--- src/rtl/scan_test_sequencer.sv ---
// Tester-side scan driver: loads a PPI vector, applies PI with one capture clock, unloads PPO.
// Response latency is 2*CHAIN_LEN+1 edges after accept; one vector in flight, held in RESP until rsp_ready.
module scan_test_sequencer #(
    parameter int CHAIN_LEN = 2,
    parameter int PI_W      = 1,
    parameter int PO_W      = 1
) (
    input  logic                 clk,
    input  logic                 rst_n,
    input  logic                 vec_valid,
    output logic                 vec_ready,
    input  logic [PI_W-1:0]      vec_pi,
    input  logic [CHAIN_LEN-1:0] vec_ppi,
    output logic                 rsp_valid,
    input  logic                 rsp_ready,
    output logic [CHAIN_LEN-1:0] rsp_ppo,
    output logic [PO_W-1:0]      rsp_po,
    output logic                 scan_en,
    output logic                 scan_in,
    input  logic                 scan_out,
    output logic [PI_W-1:0]      pi,
    input  logic [PO_W-1:0]      po
);

    localparam int            CW   = $clog2(CHAIN_LEN + 1);
    localparam logic [CW-1:0] LAST = CW'(CHAIN_LEN - 1);
    localparam logic [CW-1:0] ONE  = CW'(1);

    typedef enum logic [2:0] {
        ST_IDLE,
        ST_SHIFT_IN,
        ST_CAPTURE,
        ST_SHIFT_OUT,
        ST_RESP
    } state_t;

    state_t                 state;
    state_t                 state_next;
    logic [CW-1:0]          cnt;
    logic [CW-1:0]          cnt_next;
    logic                   accept;
    logic [CHAIN_LEN-1:0]   ppi_sr;
    logic [CHAIN_LEN-1:0]   ppi_shifted;
    logic [CHAIN_LEN-1:0]   ppo_shifted;

    // LSB leaves first on the way in; first sample out ends up in bit 0.
    generate
        if (CHAIN_LEN == 1) begin : g_single
            assign ppi_shifted = 1'b0;
            assign ppo_shifted = scan_out;
        end else begin : g_multi
            assign ppi_shifted = {1'b0, ppi_sr[CHAIN_LEN-1:1]};
            assign ppo_shifted = {scan_out, rsp_ppo[CHAIN_LEN-1:1]};
        end
    endgenerate

    always_ff @(posedge clk) begin
        if (!rst_n) begin
            state <= ST_IDLE;
            cnt   <= '0;
        end else begin
            state <= state_next;
            cnt   <= cnt_next;
        end
    end

    always_comb begin
        state_next = state;
        cnt_next   = cnt;
        vec_ready  = 1'b0;
        rsp_valid  = 1'b0;
        scan_en    = 1'b0;
        scan_in    = 1'b0;
        accept     = 1'b0;
        case (state)
            ST_IDLE: begin
                vec_ready = rst_n;
                if (vec_valid) begin
                    accept     = 1'b1;
                    state_next = ST_SHIFT_IN;
                    cnt_next   = '0;
                end
            end
            ST_SHIFT_IN: begin
                scan_en = 1'b1;
                scan_in = ppi_sr[0];
                if (cnt == LAST) begin
                    state_next = ST_CAPTURE;
                    cnt_next   = '0;
                end else begin
                    cnt_next = cnt + ONE;
                end
            end
            ST_CAPTURE: begin
                state_next = ST_SHIFT_OUT;
                cnt_next   = '0;
            end
            ST_SHIFT_OUT: begin
                scan_en = 1'b1;
                if (cnt == LAST) begin
                    state_next = ST_RESP;
                    cnt_next   = '0;
                end else begin
                    cnt_next = cnt + ONE;
                end
            end
            ST_RESP: begin
                rsp_valid = 1'b1;
                if (rsp_ready) begin
                    state_next = ST_IDLE;
                    cnt_next   = '0;
                end
            end
            default: begin
                state_next = ST_IDLE;
                cnt_next   = '0;
            end
        endcase
    end

    // pi keeps driving the last accepted vector until the next accept.
    always_ff @(posedge clk) begin
        if (!rst_n) begin
            pi      <= '0;
            ppi_sr  <= '0;
            rsp_ppo <= '0;
            rsp_po  <= '0;
        end else begin
            if (accept) begin
                pi     <= vec_pi;
                ppi_sr <= vec_ppi;
            end
            if (state == ST_SHIFT_IN) begin
                ppi_sr <= ppi_shifted;
            end
            if (state == ST_CAPTURE) begin
                rsp_po <= po;
            end
            if (state == ST_SHIFT_OUT) begin
                rsp_ppo <= ppo_shifted;
            end
        end
    end

endmodule
--- config.mk ---
export PLATFORM = sky130hd
export DESIGN_NAME = scan_test_sequencer
export DESIGN_NICKNAME = d
export VERILOG_FILES = /design/src/rtl/scan_test_sequencer.sv
export SDC_FILE = /design/constraint.sdc
export NUM_CORES = 1
export LEC_CHECK = 0
export CAP_MARGIN = 20
export CORE_UTILIZATION = 35
export DETAILED_ROUTE_END_ITERATION = 6
export SKIP_LAST_GASP = 1
export SLEW_MARGIN = 30
export SYNTH_ARGS = -nofsm -noshare
export SYNTH_HDL_FRONTEND = slang
export SYNTH_SLANG_ARGS = --single-unit
--- constraint.sdc ---
create_clock -name clk -period 3.2 [get_ports clk]
set_input_delay 0.8 -clock clk [delete_from_list [all_inputs] [get_ports clk]]
set_output_delay 0.8 -clock clk [all_outputs]
set_load 0.01 [all_outputs]
==> results.cfg <==
[floorplanning]
die_w_um = 41.16
start_util_pct = 39.29
core_region_area_um2 = 1366
rows = 13
num_io_pins = 17
fp.dieH_um = 41.16
die_area_um2 = 1694

[detailed_routing]
drtAntennaViolNets = 0
drt-initial-drc-count = 2
drtPass1Iterations = 2
wl_per_cell_um = 12.00
avgViaCountPerCell = 4.956
totalWireLength_um = 1080
drc = 0
num_vias = 446

[sta]
fin_worst_skew_ns = 0.0003975
finalSetupTns_ns = 0
finalHoldViolCount = 0
relSlewSlack_pct = 70.30
setup_viol = 0
drv_slew = 0
min_period_ns = 2.957
worst-slew-pin-transition_ns = 0.4448
rsz0062_at_grt = no
final.period_utilization_pct = 92.40
fmaxAchievable_mhz = 338.2

[clock_tree]
cts_htree_levels = 1
cts-buffers-inserted = 3
cts.hold.buffers_added = 0
cts_tree = yes
cts_setup_buffers = 0
cts_root_buffer = clkbuf_4
max-clock-path-buffers = 2
cts_sinks = 11
post_cts_resized = 0
insertion_delay_ns = 0.27
path_clk_slew_ns = 0.07

[yosys]
synth-seq-cells = 11
yosys.area.top_type_share_pct = 41.03
synth.most_common_cell = dfxtp_1
synth_top_cells_by_count = dfxtp_1, nor2_1, mux2i_1, nand2b_1
syn_avg_cell_area_um2 = 9.255
synth.area.top_cells = dfxtp_1, mux2i_1, nor2_1, nand2b_1, nand3b_4
seq_area_frac_synth_pct = 41.03
synth_flop_cell = dfxtp_1
ys_types = 26
synth-async-reset-ratio_pct = 0
synth_top_area_cell = dfxtp_1
yosysWarnings = 0
syn_inst = 58
synth_nets = 67
syn_area_um2 = 536.8
synth_edf_count = 0

[finish]
finish.utilization_pct = 52.75
fillers = 146
area_growth_pct = 34.27
n_antenna_cell = 0
drive_gt1_share_pct = 8.000
fin_nets = 85

[worst_setup_path]
startpoint = rst_n
end_kind = output pin
rrSetupSlack_ns = 1.87
start_kind = input pin
crit_fanout = 5
required_ns = 2.40
cp.arrival_ns = 2.16
reg2reg_from = state[0]
r2r-end = state[2]
reg2regPathDepth = 3
endpoint = vec_ready
path_class = input pin to output pin

[power_and_ir_drop]
p_leak_nw = 0.2971
max-vdd-ir-drop_uv = 250.5
p_per_area_nw_per_um2 = 407.5

[placement]
routabilityCongestion = 0.7001
dpl.hpwl_um = 793.1
io_buffers = 16

[grt]
grtUsageMet2_pct = 21.88
grt_pass1_vias = 384
grtUsageTotal_pct = 16.61
top_usage_layer = met2
use_met1_pct = 19.42
gr-total-overflow = 0
grt_pass1_wl_um = 1676
antenna_found_initial = 0
grt.met3_usage_pct = 11.41
grt_max_degree = 12

[run]
cap_violations = 0

[status]
run_status = complete, no violations

[worst_hold_path]
holdPathStages = 2
hold_path.class = register to register
-- report_power, final --
part	switching, mW	total (mW)	internal, mW	leakage [nW]
combinational	0.0188	0.0468	0.0280	0.192
sequential	0.00890	0.152	0.143	0.0897
clock	0.0467	0.0950	0.0483	0.0150
total	0.0743	0.294	0.219	0.297
-- worst min path at each step --
stage,end,start
2_1_floorplan,cnt[1],cnt[1]
3_3_place_gp,cnt[1],cnt[1]
3_5_place_dp,cnt[1],cnt[1]
4_1_cts,cnt[1],cnt[1]
5_1_grt,cnt[1],cnt[1]
6_report,cnt[1],cnt[1]
-- logic make-up after synthesis --
group | count (synthesis) | share of synthesized area [%]
AO/OA/AOI/OAI | 8 | 9.092
XOR/XNOR | 1 | 1.632
buffers and inverters | 5 | 5.362
flip-flops | 11 | 41.03
multiplexers | 6 | 11.19
AND/OR/NAND/NOR | 27 | 31.70
-- stage by stage --
step	std cells	hold WS [ns]	setup slack [ns]	power, mW	instance area [um2]
after floorplan	58	0.4122	1.282	0.1803	536.8
after global placement	86	0.4452	0.2943	0.2019	694.4
after detailed placement	86	0.4297	0.2416	0.2022	694.4
after CTS	90	0.4398	0.2271	0.2999	720.7
after global routing	90	0.4691	0.1864	0.3129	720.7
final	90	0.4398	0.2431	0.2937	720.7
-- area by class of cell --
cell class | count | area, um2 | area share (%)
multi-input cells | 42 | 287.8 | 39.93
inverters | 2 | 7.507 | 1.042
well taps | 15 | 18.77 | 2.604
repair buffers | 16 | 160.2 | 22.22
flip-flops and latches | 11 | 220.2 | 30.56
clock buffers | 4 | 26.28 | 3.646
-- critical path, stage by stage --
cell and delay (ns):
clkdlybuf4s50_1 0.54, nand2b_1 0.09, nor3_1 0.16, clkdlybuf4s50_1 0.56
-- sequential cells by signal (all words and copies together) (netlist names) --
name	count
pi	1
rsp_ppo	2
cnt	2
rsp_po	1
state	3
ppi_sr	2
-- cell usage in the layout, fill, tap and decap left out, drive strengths merged --
cell | Yosys | routed
nor2 | 8 | 8
o21ai | 1 | 1
a21oi | 3 | 3
inv | 2 | 2
nor3b | 1 | 1
clkbuf | 0 | 4
nand3b | 3 | 3
a221oi | 1 | 1
o31ai | 1 | 1
and2 | 1 | 1
or3b | 1 | 1
nor4b | 1 | 1
o22ai | 1 | 1
nand2b | 4 | 4
nand2 | 3 | 3
mux2i | 6 | 6
nor2b | 2 | 2
xor2 | 1 | 1
nor3 | 1 | 1
and3 | 1 | 1
clkdlybuf4s50 | 0 | 16
a31oi | 1 | 1
dfxtp | 11 | 11
nand3 | 1 | 1
-- metal layers --
metal / vias to the layer above / routed length, um
li1: 234 / -
met1: 195 / 549
met2: 13 / 422
met3: 4 / 86
met4: 0 / 21
met5: - / 0
Note: power is estimated with default switching activity, not from simulation.
